`config.mk`:
```
export PLATFORM = sky130hd
export DESIGN_NAME = instr_mem_loader
export DESIGN_NICKNAME = d
export VERILOG_FILES = /design/src/rtl/loader_pkg.sv /design/src/rtl/loader_checksum.sv /design/src/rtl/instr_mem_loader.sv
export SDC_FILE = /design/constraint.sdc
export NUM_CORES = 1
export LEC_CHECK = 0
export CAP_MARGIN = 25
export CORE_MARGIN = 1.5
export CORE_UTILIZATION = 45
export CTS_CLUSTER_SIZE = 24
export DETAILED_ROUTE_END_ITERATION = 10
export PLACE_DENSITY = 0.7
export REMOVE_ABC_BUFFERS = 1
export SLEW_MARGIN = 5
export SYNTH_ARGS = -nofsm -noshare
export SYNTH_HDL_FRONTEND = slang
export SYNTH_SLANG_ARGS = --single-unit
```
`constraint.sdc`:
```
create_clock -name clk -period 2.31 [get_ports clk]
set_input_delay 0.693 -clock clk [delete_from_list [all_inputs] [get_ports clk]]
set_output_delay 0.693 -clock clk [all_outputs]
set_load 0.05 [all_outputs]
```
`src/rtl/loader_pkg.sv`:
```
// Shared types and constants for the instruction-memory loader.
// Holds the loader FSM state encoding, the default program-size and
// base-address parameters, and the byte/word packing widths.
package loader_pkg;

    localparam int unsigned BYTE_W = 8;
    localparam int unsigned WORD_W = 16;
    localparam int unsigned ADDR_W = 16;

    localparam int unsigned        DEF_MAX_WORDS = 256;
    localparam logic [ADDR_W-1:0]  DEF_BASE_ADDR = 16'h0000;

    typedef enum logic [2:0] {
        IDLE    = 3'd0,
        LEN_HI  = 3'd1,
        LEN_LO  = 3'd2,
        DATA_HI = 3'd3,
        DATA_LO = 3'd4,
        CSUM    = 3'd5,
        DONE    = 3'd6
    } state_e;

endpackage

```
`src/rtl/loader_checksum.sv`:
```
// Running XOR over the data bytes of a load session.
// Ports:
//   clk, reset  - clock, synchronous active-high reset
//   clr_i       - restart the accumulator at the start of a session
//   en_i        - fold data_i into the accumulator this cycle
//   data_i      - accepted data byte
//   cmp_i       - received checksum byte
//   match_c_o   - combinational: accumulator equals cmp_i
module loader_checksum
    import loader_pkg::*;
(
    input  logic              clk,
    input  logic              reset,
    input  logic              clr_i,
    input  logic              en_i,
    input  logic [BYTE_W-1:0] data_i,
    input  logic [BYTE_W-1:0] cmp_i,
    output logic              match_c_o
);

    logic [BYTE_W-1:0] acc_q;

    // Accumulator: clear wins over accumulate
    always_ff @(posedge clk) begin
        if (reset) begin
            acc_q <= '0;
        end else if (clr_i) begin
            acc_q <= '0;
        end else if (en_i) begin
            acc_q <= acc_q ^ data_i;
        end
    end

    assign match_c_o = (acc_q == cmp_i);

endmodule

```
`src/rtl/instr_mem_loader.sv`:
```
// Byte-stream program loader: receives a big-endian 16-bit word count,
// then that many big-endian 16-bit instruction words, and writes them to
// instruction memory starting at BASE_ADDR while holding the CPU.
// Optional trailing XOR checksum byte when LOADER_CHECKSUM_EN is defined.
// Ports:
//   clk, reset          - clock, synchronous active-high reset
//   load_start          - begin a session (honoured only in IDLE)
//   rx_valid/rx_data    - byte source; transfer when rx_valid & rx_ready
//   rx_ready            - loader accepts a byte this cycle
//   im_wren/im_address/im_data - instruction-memory write port
//   cpu_hold            - CPU held in reset while a session is active
//   load_done           - one-cycle pulse on successful completion
//   load_error          - sticky error, cleared by the next load_start
//   word_count          - words written in the current/last session
module instr_mem_loader
    import loader_pkg::*;
#(
    parameter int unsigned       MAX_WORDS = DEF_MAX_WORDS,
    parameter logic [ADDR_W-1:0] BASE_ADDR = DEF_BASE_ADDR
) (
    input  logic              clk,
    input  logic              reset,
    input  logic              load_start,
    input  logic              rx_valid,
    input  logic [BYTE_W-1:0] rx_data,
    output logic              rx_ready,
    output logic              im_wren,
    output logic [ADDR_W-1:0] im_address,
    output logic [WORD_W-1:0] im_data,
    output logic              cpu_hold,
    output logic              load_done,
    output logic              load_error,
    output logic [WORD_W-1:0] word_count
);

    localparam int unsigned        CNT_W       = WORD_W + 1;
    localparam logic [CNT_W-1:0]   MAX_WORDS_L = CNT_W'(MAX_WORDS);

`ifdef LOADER_CHECKSUM_EN
    localparam state_e END_ST = CSUM;
`else
    localparam state_e END_ST = DONE;
`endif

    state_e              state_q, state_d;
    logic [WORD_W-1:0]   len_q, len_d;
    logic [BYTE_W-1:0]   hi_byte_q, hi_byte_d;
    logic                wr_pend_q, wr_pend_d;
    logic [WORD_W-1:0]   word_count_q, word_count_d;
    logic [ADDR_W-1:0]   im_address_q, im_address_d;
    logic [WORD_W-1:0]   im_data_q, im_data_d;
    logic                im_wren_q, im_wren_d;
    logic                rx_ready_q, rx_ready_d;
    logic                cpu_hold_q, cpu_hold_d;
    logic                load_done_q, load_done_d;
    logic                load_error_q, load_error_d;

    logic                xfer_c;
    logic [WORD_W-1:0]   len_rx_c;

    assign xfer_c   = rx_valid & rx_ready_q;
    assign len_rx_c = {len_q[WORD_W-1:BYTE_W], rx_data};

`ifdef LOADER_CHECKSUM_EN
    logic csum_clr_c;
    logic csum_en_c;
    logic csum_match_c;

    assign csum_clr_c = (state_q == IDLE) & load_start;
    assign csum_en_c  = xfer_c & ((state_q == DATA_HI) | (state_q == DATA_LO));

    loader_checksum u_checksum (
        .clk       (clk),
        .reset     (reset),
        .clr_i     (csum_clr_c),
        .en_i      (csum_en_c),
        .data_i    (rx_data),
        .cmp_i     (rx_data),
        .match_c_o (csum_match_c)
    );
`endif

    // Next-state and registered-output logic
    always_comb begin
        state_d      = state_q;
        len_d        = len_q;
        hi_byte_d    = hi_byte_q;
        wr_pend_d    = wr_pend_q;
        word_count_d = word_count_q;
        im_address_d = im_address_q;
        im_data_d    = im_data_q;
        im_wren_d    = 1'b0;
        cpu_hold_d   = cpu_hold_q;
        load_done_d  = 1'b0;
        load_error_d = load_error_q;
        rx_ready_d   = 1'b0;

        case (state_q)
            IDLE: begin
                if (load_start) begin
                    state_d      = LEN_HI;
                    cpu_hold_d   = 1'b1;
                    word_count_d = '0;
                    load_error_d = 1'b0;
                end
            end
            LEN_HI: begin
                if (xfer_c) begin
                    len_d   = {rx_data, len_q[BYTE_W-1:0]};
                    state_d = LEN_LO;
                end
            end
            LEN_LO: begin
                if (xfer_c) begin
                    len_d = len_rx_c;
                    if ({1'b0, len_rx_c} > MAX_WORDS_L) begin
                        load_error_d = 1'b1;
                        cpu_hold_d   = 1'b0;
                        state_d      = IDLE;
                    end else if (len_rx_c == '0) begin
                        state_d = END_ST;
                    end else begin
                        state_d = DATA_HI;
                    end
                end
            end
            DATA_HI: begin
                if (xfer_c) begin
                    hi_byte_d = rx_data;
                    state_d   = DATA_LO;
                end
            end
            DATA_LO: begin
                if (wr_pend_q) begin
                    // Write cycle: word_count_q already holds the new count
                    wr_pend_d = 1'b0;
                    state_d   = (word_count_q < len_q) ? DATA_HI : END_ST;
                end else if (xfer_c) begin
                    im_data_d    = {hi_byte_q, rx_data};
                    im_address_d = BASE_ADDR + word_count_q;
                    im_wren_d    = 1'b1;
                    word_count_d = word_count_q + WORD_W'(1);
                    wr_pend_d    = 1'b1;
                end
            end
`ifdef LOADER_CHECKSUM_EN
            CSUM: begin
                if (xfer_c) begin
                    if (csum_match_c) begin
                        state_d = DONE;
                    end else begin
                        load_error_d = 1'b1;
                        cpu_hold_d   = 1'b0;
                        state_d      = IDLE;
                    end
                end
            end
`else
            CSUM: begin
                state_d = IDLE;
            end
`endif
            DONE: begin
                state_d = IDLE;
            end
            default: begin
                state_d = IDLE;
            end
        endcase

        // DONE is only ever entered from another state, so this fires once
        if (state_d == DONE) begin
            load_done_d = 1'b1;
            cpu_hold_d  = 1'b0;
        end

        rx_ready_d = (state_d == LEN_HI) | (state_d == LEN_LO) |
                     (state_d == DATA_HI) | (state_d == CSUM) |
                     ((state_d == DATA_LO) & ~wr_pend_d);
    end

    // State and output registers
    always_ff @(posedge clk) begin
        if (reset) begin
            state_q      <= IDLE;
            len_q        <= '0;
            hi_byte_q    <= '0;
            wr_pend_q    <= 1'b0;
            word_count_q <= '0;
            im_address_q <= '0;
            im_data_q    <= '0;
            im_wren_q    <= 1'b0;
            rx_ready_q   <= 1'b0;
            cpu_hold_q   <= 1'b0;
            load_done_q  <= 1'b0;
            load_error_q <= 1'b0;
        end else begin
            state_q      <= state_d;
            len_q        <= len_d;
            hi_byte_q    <= hi_byte_d;
            wr_pend_q    <= wr_pend_d;
            word_count_q <= word_count_d;
            im_address_q <= im_address_d;
            im_data_q    <= im_data_d;
            im_wren_q    <= im_wren_d;
            rx_ready_q   <= rx_ready_d;
            cpu_hold_q   <= cpu_hold_d;
            load_done_q  <= load_done_d;
            load_error_q <= load_error_d;
        end
    end

    assign rx_ready   = rx_ready_q;
    assign im_wren    = im_wren_q;
    assign im_address = im_address_q;
    assign im_data    = im_data_q;
    assign cpu_hold   = cpu_hold_q;
    assign load_done  = load_done_q;
    assign load_error = load_error_q;
    assign word_count = word_count_q;

endmodule

```
---- Word-level counts from Yosys, hierarchy flattened ----
Index checks and enable logic that the tools add are counted.
storage, ports and cells
  bits of input ports ..................... 12
  word-level logic and storage cells ...... 82
  output and inout bits ................... 53
  register bits ........................... 81
operators by class
  bitwise gates (word level) .............. 11
  magnitude comparators ................... 2
  eq/ne operators ......................... 15
  reduce and logical (&&, ||, !) cells .... 12
  add/sub/neg operators ................... 1
  multiplexer cells ....................... 28
operator list
  operator                                                                          count
  16-bit 2-to-1 mux                                                                 4
  16-bit case mux with 2 select lines                                               2
  3-bit 2-to-1 mux                                                                  8
  16-bit by 1-bit adder with 16-bit output, second input constant                   1
  16-bit by 9-bit greater-than comparator with 1-bit output, second input constant  1
  16-bit logical NOT                                                                1
  16-bit < comparator                                                               1
  3-bit case mux with 5 select lines                                                1
  3-bit by 2-bit equality test with 1-bit output, second input constant             4
  3-bit equality test, second input constant                                        4
  1-bit 2-to-1 mux                                                                  10
  2-bit != test, second input constant                                              5
  3-bit AND reduction                                                               3
  8-bit 2-to-1 mux                                                                  1
  4-bit AND reduction                                                               2
  3-bit by 1-bit equality test with 1-bit output, second input constant             2
  1-bit inverter                                                                    5
  1-bit OR                                                                          4
  1-bit case mux with 2 select lines                                                2
  2-bit nonzero test                                                                2
  2-bit OR reduction                                                                2
  3-bit logical NOT                                                                 1
  1-bit AND                                                                         2
  2-bit AND reduction                                                               1

---- Depth between registers and ports, before layout ----
Gate-level depths: netlist (run 1).
  depth after elaboration ................. 10
  gate-level depth with buffers ........... 8
  depth with buffers taken out ............ 8

---- Worst setup path before layout (run 1) ----
No wires, ideal clock.
  path type ............................... register -> register
  start point ............................. register word_count_q[1] (netlist: word_count[1])
  end point ............................... register load_done_q (netlist: load_done)
  setup time .............................. 0.130 ns
  arrival time ............................ 2.183 ns
  cell stages (with the launch flop) ...... 7
  data required time ...................... 2.180 ns
  slack ................................... -0.003 ns
  period minus slack after synthesis ...... 2.313 ns
  path buffers ............................ 0
  cell sequence ........................... dfxtp_1 -> ha_1 -> a2111oi_2 -> o32ai_1 -> or4_1 -> a21oi_1 -> nor3_1
between the ends
  cells in the longest elaborated chain, start to end .. 6
RTL lines
  what                                RTL line                 text
  start, declared                     instr_mem_loader.sv:49   logic [WORD_W-1:0] word_count_q, word_count_d;
  start signal, assigned              instr_mem_loader.sv:202  word_count_q <= word_count_d;
  16-bit < comparator                 instr_mem_loader.sv:137  state_d = (word_count_q < len_q) ? DATA_HI : END_ST;
  3-bit 2-to-1 mux                    instr_mem_loader.sv:137
  3-bit 2-to-1 mux                    instr_mem_loader.sv:134  if (wr_pend_q) begin
  3-bit case mux with 5 select lines  instr_mem_loader.sv:98   case (state_q)
  3-bit equality test                 instr_mem_loader.sv:172  if (state_d == DONE) begin
  1-bit 2-to-1 mux                    instr_mem_loader.sv:172
  end signal, assigned                instr_mem_loader.sv:208  load_done_q <= load_done_d;
  end, declared                       instr_mem_loader.sv:55   logic load_done_q, load_done_d;
No other way between the ends.
A chain may end at the register's enable or synchronous reset.

---- Worst setup path in the final report (run 1) ----
  start point ............................. input port rx_data[0]
  end point ............................... register rx_ready_q (netlist: rx_ready)
between the ends
  cells in the longest elaborated chain, start to end .. 10
  elaborated cells between the ends (all ways) .. 16
  classes of those cells .................. order compare: 1; eq/ne: 5; mux: 4; bitwise: 5; reduce/logical: 1
RTL lines
  what                                                                                                               RTL line                 text
  start, declared                                                                                                    instr_mem_loader.sv:25   input logic [BYTE_W-1:0] rx_data,
  parallel branches: the longest is 2 deep, another holds 16-bit by 9-bit greater-than comparator with 1-bit output  -
  3-bit 2-to-1 mux (*)                                                                                               instr_mem_loader.sv:116  if ({1'b0, len_rx_c} > MAX_WORDS_L) begin
  3-bit 2-to-1 mux (*)                                                                                               instr_mem_loader.sv:114  if (xfer_c) begin
  3-bit case mux with 5 select lines (*)                                                                             instr_mem_loader.sv:98
  3-bit by 1-bit equality test with 1-bit output or 3-bit by 2-bit equality test with 1-bit output (tied branches)   instr_mem_loader.sv:177  rx_ready_d = (state_d == LEN_HI) | (state_d == LEN_LO) |
  1-bit OR (2 in a row)                                                                                              instr_mem_loader.sv:177
  1-bit OR                                                                                                           instr_mem_loader.sv:178  (state_d == DATA_HI) | (state_d == CSUM) |
  1-bit OR (*)                                                                                                       instr_mem_loader.sv:178
  end signal, assigned                                                                                               instr_mem_loader.sv:206  rx_ready_q <= rx_ready_d;
  end, declared                                                                                                      instr_mem_loader.sv:53   logic rx_ready_q, rx_ready_d;
Every way passes the cells marked *.

==> results of run 1 <==
==> worst max-delay path: stages <==
cell,delay (ns)
clkdlybuf4s50_1,0.47
or4_4,0.58
o21a_1,0.23
nor2b_2,0.17
a21oi_1,0.12
and2_1,0.15
a21oi_1,0.12
==> timing repair <==
| item | 4_1_cts | 5_1_grt |
|---|---|---|
| resized for setup | 5 | 7 |
| setup endpoints to repair | 4 | 4 |
| pin swaps | 2 | 2 |
==> power by group through the flow <==
stage / clock network [W] / registers (W) / logic [W]
after CTS: 0.00117 / 0.00143 / 0.000273
after detailed placement: 0 / 0.00147 / 0.000269
after global placement: 0 / 0.00147 / 0.000266
final: 0.00115 / 0.00143 / 0.000282
after global routing: 0.00122 / 0.00144 / 0.000302
after floorplan: 0 / 0.00148 / 0.000121
==> layout by cell type (no fill, tap or decap), drive strengths merged, types with 2 or more instances in the layout <==
cell	Yosys	final
and2	3	3
nand3	22	22
nand2b	2	2
clkbuf	15	11
nor4	2	2
nand2	92	92
dfxtp	81	81
nor2	42	42
nor2b	2	2
clkdlybuf4s50	0	45
nand4	7	7
nor3	8	8
bufinv	0	2
and3	4	4
or3b	2	2
inv	19	19
clkinv	0	2
ha	16	16
a21o	2	2
buf	7	55
xor2	6	6
or4	4	4
xnor2	7	7
a21oi	69	69
or3	3	3
o21ai	15	15
or2b	2	2
o21a	2	2
==> through the flow <==
stage               area [µm²]  utilization [%]  hold WS [ns]
global route              4820             62.1         0.470
floorplan                 3510                -         0.422
CTS                       4790             61.7         0.455
detailed placement        4550             58.6         0.443
finish                    4820             62.1         0.451
global placement          4550             58.6         0.441
==> per-layer routing <==
layer | wire, µm | share of wire, %
met5 | 0 | 0
met4 | 224 | 2.4
met3 | 459 | 4.9
met2 | 4240 | 46
met1 | 4370 | 47
==> area by class of cell <==
class,instances,area [µm²],share of cell area (%)
timing repair buffer,100,911,18.9
clock inverter,4,77.6,1.61
tap,102,128,2.65
clock buffer,11,141,2.93
inverter,19,71.3,1.48
sequential,81,1620,33.6
multi-input combinational,326,1870,38.8
==> cells by family (layout without fill, tap and decap cells) <==
family	count (synthesis)	after routing
AND/OR/NAND/NOR	198	198
AO/OA/AOI/OAI	98	98
flip-flops	81	81
buffers and inverters	41	134
adder cells (fa/ha/maj)	16	16
XOR/XNOR	13	13
multiplexers	1	1
==> registers in the layout, summed over array words and instances, names as in the netlist <==
name	count
im_address	16
im_data	16
len_q	16
word_count	16
hi_byte_q	8
state_q	3
cpu_hold	1
im_wren	1
load_done	1
load_error	1
rx_ready	1
wr_pend_q	1
==> how the worst max path moves through the flow <==
stage | start | endpoint | slack (ns)
after detailed placement | rx_data[4] | rx_ready | -0.53
final | rx_data[0] | rx_ready | 0.06
after floorplan | word_count[1] | state_q[2] | 0.004
after global routing | rx_data[4] | state_q[0] | 0.004
after CTS | rx_data[0] | rx_ready | 0.02
after global placement | rx_data[4] | rx_ready | -0.52
==> metrics.txt, run 1 <==
hold path cells 2; flop and latch count out of synthesis 81; CTS tree built; GR peak layer met2; Chip Width 92.7 µm; largest family of logic cells by synthesized area simple AND/OR/NAND/NOR gates; final setup fails 0; R2R depth 8; max cap viols 0; Vias/cell 5.19; Synth cell types 53; worst vdd ir 0.377 mV; detailed-router iteration count before antenna repair 4; critical path required time 2.60 ns; R2R Path End load_done; # diodes 0; outcome complete, no violations; Worst-Margin Slew 0.516 ns; GPL Wtd Cong 0.865; arrival time worst endpoint 2.54 ns; CTS buffer count 9; vias in the first global route 3159; switching power of the nets 0.000696 W; Detailed Place HPWL 6740 µm; global-route wire length before repair 15300 µm; Yosys top cell area share 44.8%; pre-CTS setup slack -0.530 ns; Starting Density 46.6%; Post-CTS Setup Inserts 0; syn avg cell area 8.08 µm²; Antenna Nets Post-Route 0; antenna violations before repair 0; Cells after Synth 448; Post-Synth XOR/XNOR Area 3.14%; Hold Vio Cnt, Final 0; placed cells 628; global route overflow 0; DRC Markers 0; Filler Cell Count 694; Area Growth Syn to Fin 33.2%; met1 Resource Use GR 30.5%; most common cell in the synthesized netlist nand2_1; RR Startpoint len_q[14]; crit start category primary input; wire length per cell 14.5 µm; fin nets 565; fmax 445 MHz; clock sinks 81; initial DRC count 163; Power Density 594 mW/mm²; largest net degree at the start of global routing 65; Syn. warnings 0; hold buffers post-CTS 0; PortBufs 64; post-synth top area cell dfxtp_1; switching power share of the total 24.3%; die area 0.00859 mm²; ys flop type dfxtp_1; Post-synth EDFFs 0; critical path type in2reg; CTS HTree Levels 3; worst rel slew slack 65.5%; Post-Synth Adder-Cell Area 5.53%; Comb pwr share 9.8%; Total GRT Usage 22.7%; async set-reset flop share out of synthesis 0%; Core ar. 0.00777 mm²; Vias 3336; clk_lat worst skew 0.36 ns; Finished Layout Cells 643; proportion of power drawn by the clock network 40.1%; Ports 65; Reg clk slew, reported paths 0.08 ns; max-slew violation count 0; cell area after synthesis 0.00362 mm²; sequential area share after synthesis 44.8%; standard-cell rows 32; Hold Crit Start hi_byte_q[7]; Final TNS setup 0 ns; Pleak 1.77 nW; Simple-Gate Fraction of Synth Area 26.2%; Pint 0.00217 W; CTS Root Cell clkbuf_8; minimum clock period after layout 2.25 ns; final WL 9290 µm; clk buf depth 2; Total Power 0.00286 W; Setup Skew 0.0100 ns; Critical Path End Type flip-flop; share of cells above drive strength 1 18.1%; GR Util met2 35.6%; register share of total power 50.1%; mux cell area share after synthesis 0.311%; GR Layer Usage met3 4.02%; Worst Slack Setup Final 0.0606 ns; Hold WC Path Type reg2reg; CP max FO 3; Worst Hold Path EP im_data[15]; synth cell count leaders nand2_1, dfxtp_1, a21oi_1; worst reg-to-reg setup slack 0.19 ns; largest cells by area after synthesis dfxtp_1, a21oi_1, nand2_1; final worst path period share 97.4%; fraction of the mapped netlist area in compound gates 15.1%; RSZ-0062 raised after global routing no; overall die height 92.7 µm
No activity file was read; power rests on OpenSTA's default activity.
==> inputs of run 2 (changes only) <==
--- a/config.mk
+++ b/config.mk
@@ -6,11 +6,13 @@
 export NUM_CORES = 1
 export LEC_CHECK = 0
 export CAP_MARGIN = 25
+export CELL_PAD_IN_SITES_DETAIL_PLACEMENT = 0
+export CELL_PAD_IN_SITES_GLOBAL_PLACEMENT = 2
 export CORE_MARGIN = 1.5
-export CORE_UTILIZATION = 45
+export CORE_UTILIZATION = 30
 export CTS_CLUSTER_SIZE = 24
 export DETAILED_ROUTE_END_ITERATION = 10
-export PLACE_DENSITY = 0.7
+export PLACE_DENSITY_LB_ADDON = 0.1
 export REMOVE_ABC_BUFFERS = 1
 export SLEW_MARGIN = 5
 export SYNTH_ARGS = -nofsm -noshare
==> run 2 against run 1 <==
Combinational power rose by 6%. Clock skew grew 0.0031 ns. Global-route usage shrank 5.1 points. Die area increased by 48%. Final cell count is 8.2% higher. Wire length is 14% higher. Critical path type is now reg2out. Largest cell class unchanged. Largest power group is now clock. Highest routed layer unchanged.
==> metrics.txt, run 2 (synthesis results as in run 1) <==
Power Density 656 mW/mm²; Hold Vio Cnt, Final 0; met1 Resource Use GR 24.1%; RSZ-0062 raised after global routing no; CP max stage cell clkdlybuf4s50_1; Ports 65; crit-path leading delay family buffers and inverters; PortBufs 64; die area 0.0127 mm²; largest net degree at the start of global routing 47; Core ar. 0.0116 mm²; Final TNS setup 0 ns; initial DRC count 194; standard-cell rows 39; Total GRT Usage 17.6%; Chip Width 113 µm; vias in the first global route 3322; Critical Path End Type primary output; Area Growth Syn to Fin 39.7%; Antenna Nets Post-Route 0; CTS buffer count 9; clock sinks 81; clk_lat worst skew 0.35 ns; GR Util met2 27.6%; pre-CTS setup slack -0.478 ns; Filler Cell Count 1218; critical path cell sequence clkdlybuf4s50_1; Total Power 0.00332 W; fmax 451 MHz; CP max FO 2; Final Util 43.6%; commonest cells after routing, fill and taps aside nand2_1, dfxtp_1, a21oi_1; Buf/Inv on CP 1; GR peak layer met2; max incr delay on CP 0.82 ns; CTS Root Cell clkbuf_16; Final Cell Area 0.00506 mm²; Starting Density 31.2%; Placed Area 0.00468 mm²; detailed-router iteration count before antenna repair 4; global-route wire length before repair 17400 µm; overall die height 113 µm; outcome complete, no violations; share of cells above drive strength 1 19.7%; Hold WC Path Type reg2reg; Post-CTS Setup Inserts 0; Worst Slack Setup Final 0.0950 ns; critical path required time 1.62 ns; final worst path period share 95.9%; Detailed Place HPWL 7810 µm; # diodes 0; critical path type reg2out; clk buf depth 2; worst rel slew slack 62.7%; Setup Skew 0.0131 ns; minimum clock period after layout 2.22 ns; max cap viols 0; wire length per cell 15.3 µm; global route overflow 0; CTS HTree Levels 3; commonest non-fill, non-tap cell in the layout nand2_1; Vias/cell 4.82; DRC Markers 0; final WL 10600 µm; Pleak 1.90 nW; crit start category flip-flop; Reg clk slew, reported paths 0.07 ns; Worst-Margin Slew 0.555 ns; Vias 3354; fin nets 576; antenna violations before repair 0; GPL Wtd Cong 0.767; GR Layer Usage met3 3.54%; max-slew violation count 0; final setup fails 0; arrival time worst endpoint 1.52 ns; CTS tree built; worst vdd ir 0.315 mV
run 2: cell types whose count changed in the layout (fill, tap and decap cells not counted), sizes merged:
cell / delta
clkbuf: -2
clkinv: -1
buf: +12
inv: +3
dlymetal6s2s: +2
clkinvlp: +1
clkdlybuf4s50: -7
dlygate4sd2: +4
run 2: power by group:
group          internal [W]  switching [W]
combinational      0.000124       0.000173
sequential          0.00141      0.0000235
clock              0.000960       0.000623
total               0.00250       0.000820
run 2: metrics by stage:
stage	cells	hold WS [ns]
6_report	696	0.448
5_1_grt	696	0.469
4_1_cts	696	0.454
3_5_place_dp	680	0.443
3_3_place_gp	680	0.441
2_1_floorplan	426	0.422
run 2: metal layers:
| layer | vias to the layer above | part of all wire [%] |
|---|---|---|
| met4 | 0 | 2.1 |
| met2 | 62 | 45 |
| met5 | - | 0 |
| met1 | 1559 | 50 |
| met3 | 15 | 3.0 |
| li1 | 1718 | - |
run 2: final timing paths:
kind	cells after the start	start	slack, ns	to
worst max-delay path	1	cpu_hold	0.09	cpu_hold
worst min-delay path	2	hi_byte_q[5]	0.45	im_data[13]
worst max register to register	8	len_q[13]	0.14	load_done
worst min register to register	2	hi_byte_q[5]	0.45	im_data[13]
run 2: final cells by class:
cell class	count	area (µm²)	area share (%)
repair buffers	111	991	19.6
inverters	19	71.3	1.41
clock buffers	9	225	4.45
well taps	143	179	3.54
multi-input cells	326	1870	37.0
clock inverters	7	101	2.00
flip-flops and latches	81	1620	32.0
run 2: timing repair:
item	in CTS	in global routing
gates resized for setup	10	5
pin swaps	4	5
hold buffers	0	0
setup endpoints to repair	4	4
==> inputs of run 3 (changes only) <==
--- a/config.mk
+++ b/config.mk
@@ -17,4 +17,5 @@
 export SLEW_MARGIN = 5
 export SYNTH_ARGS = -nofsm -noshare
 export SYNTH_HDL_FRONTEND = slang
+export SYNTH_HIERARCHICAL = 1
 export SYNTH_SLANG_ARGS = --single-unit
==> results of run 3 <==
The final DEF is identical to that of run 2; final timing and power are the same.
Among the figures that moved: Yosys warning count 0 -> 6
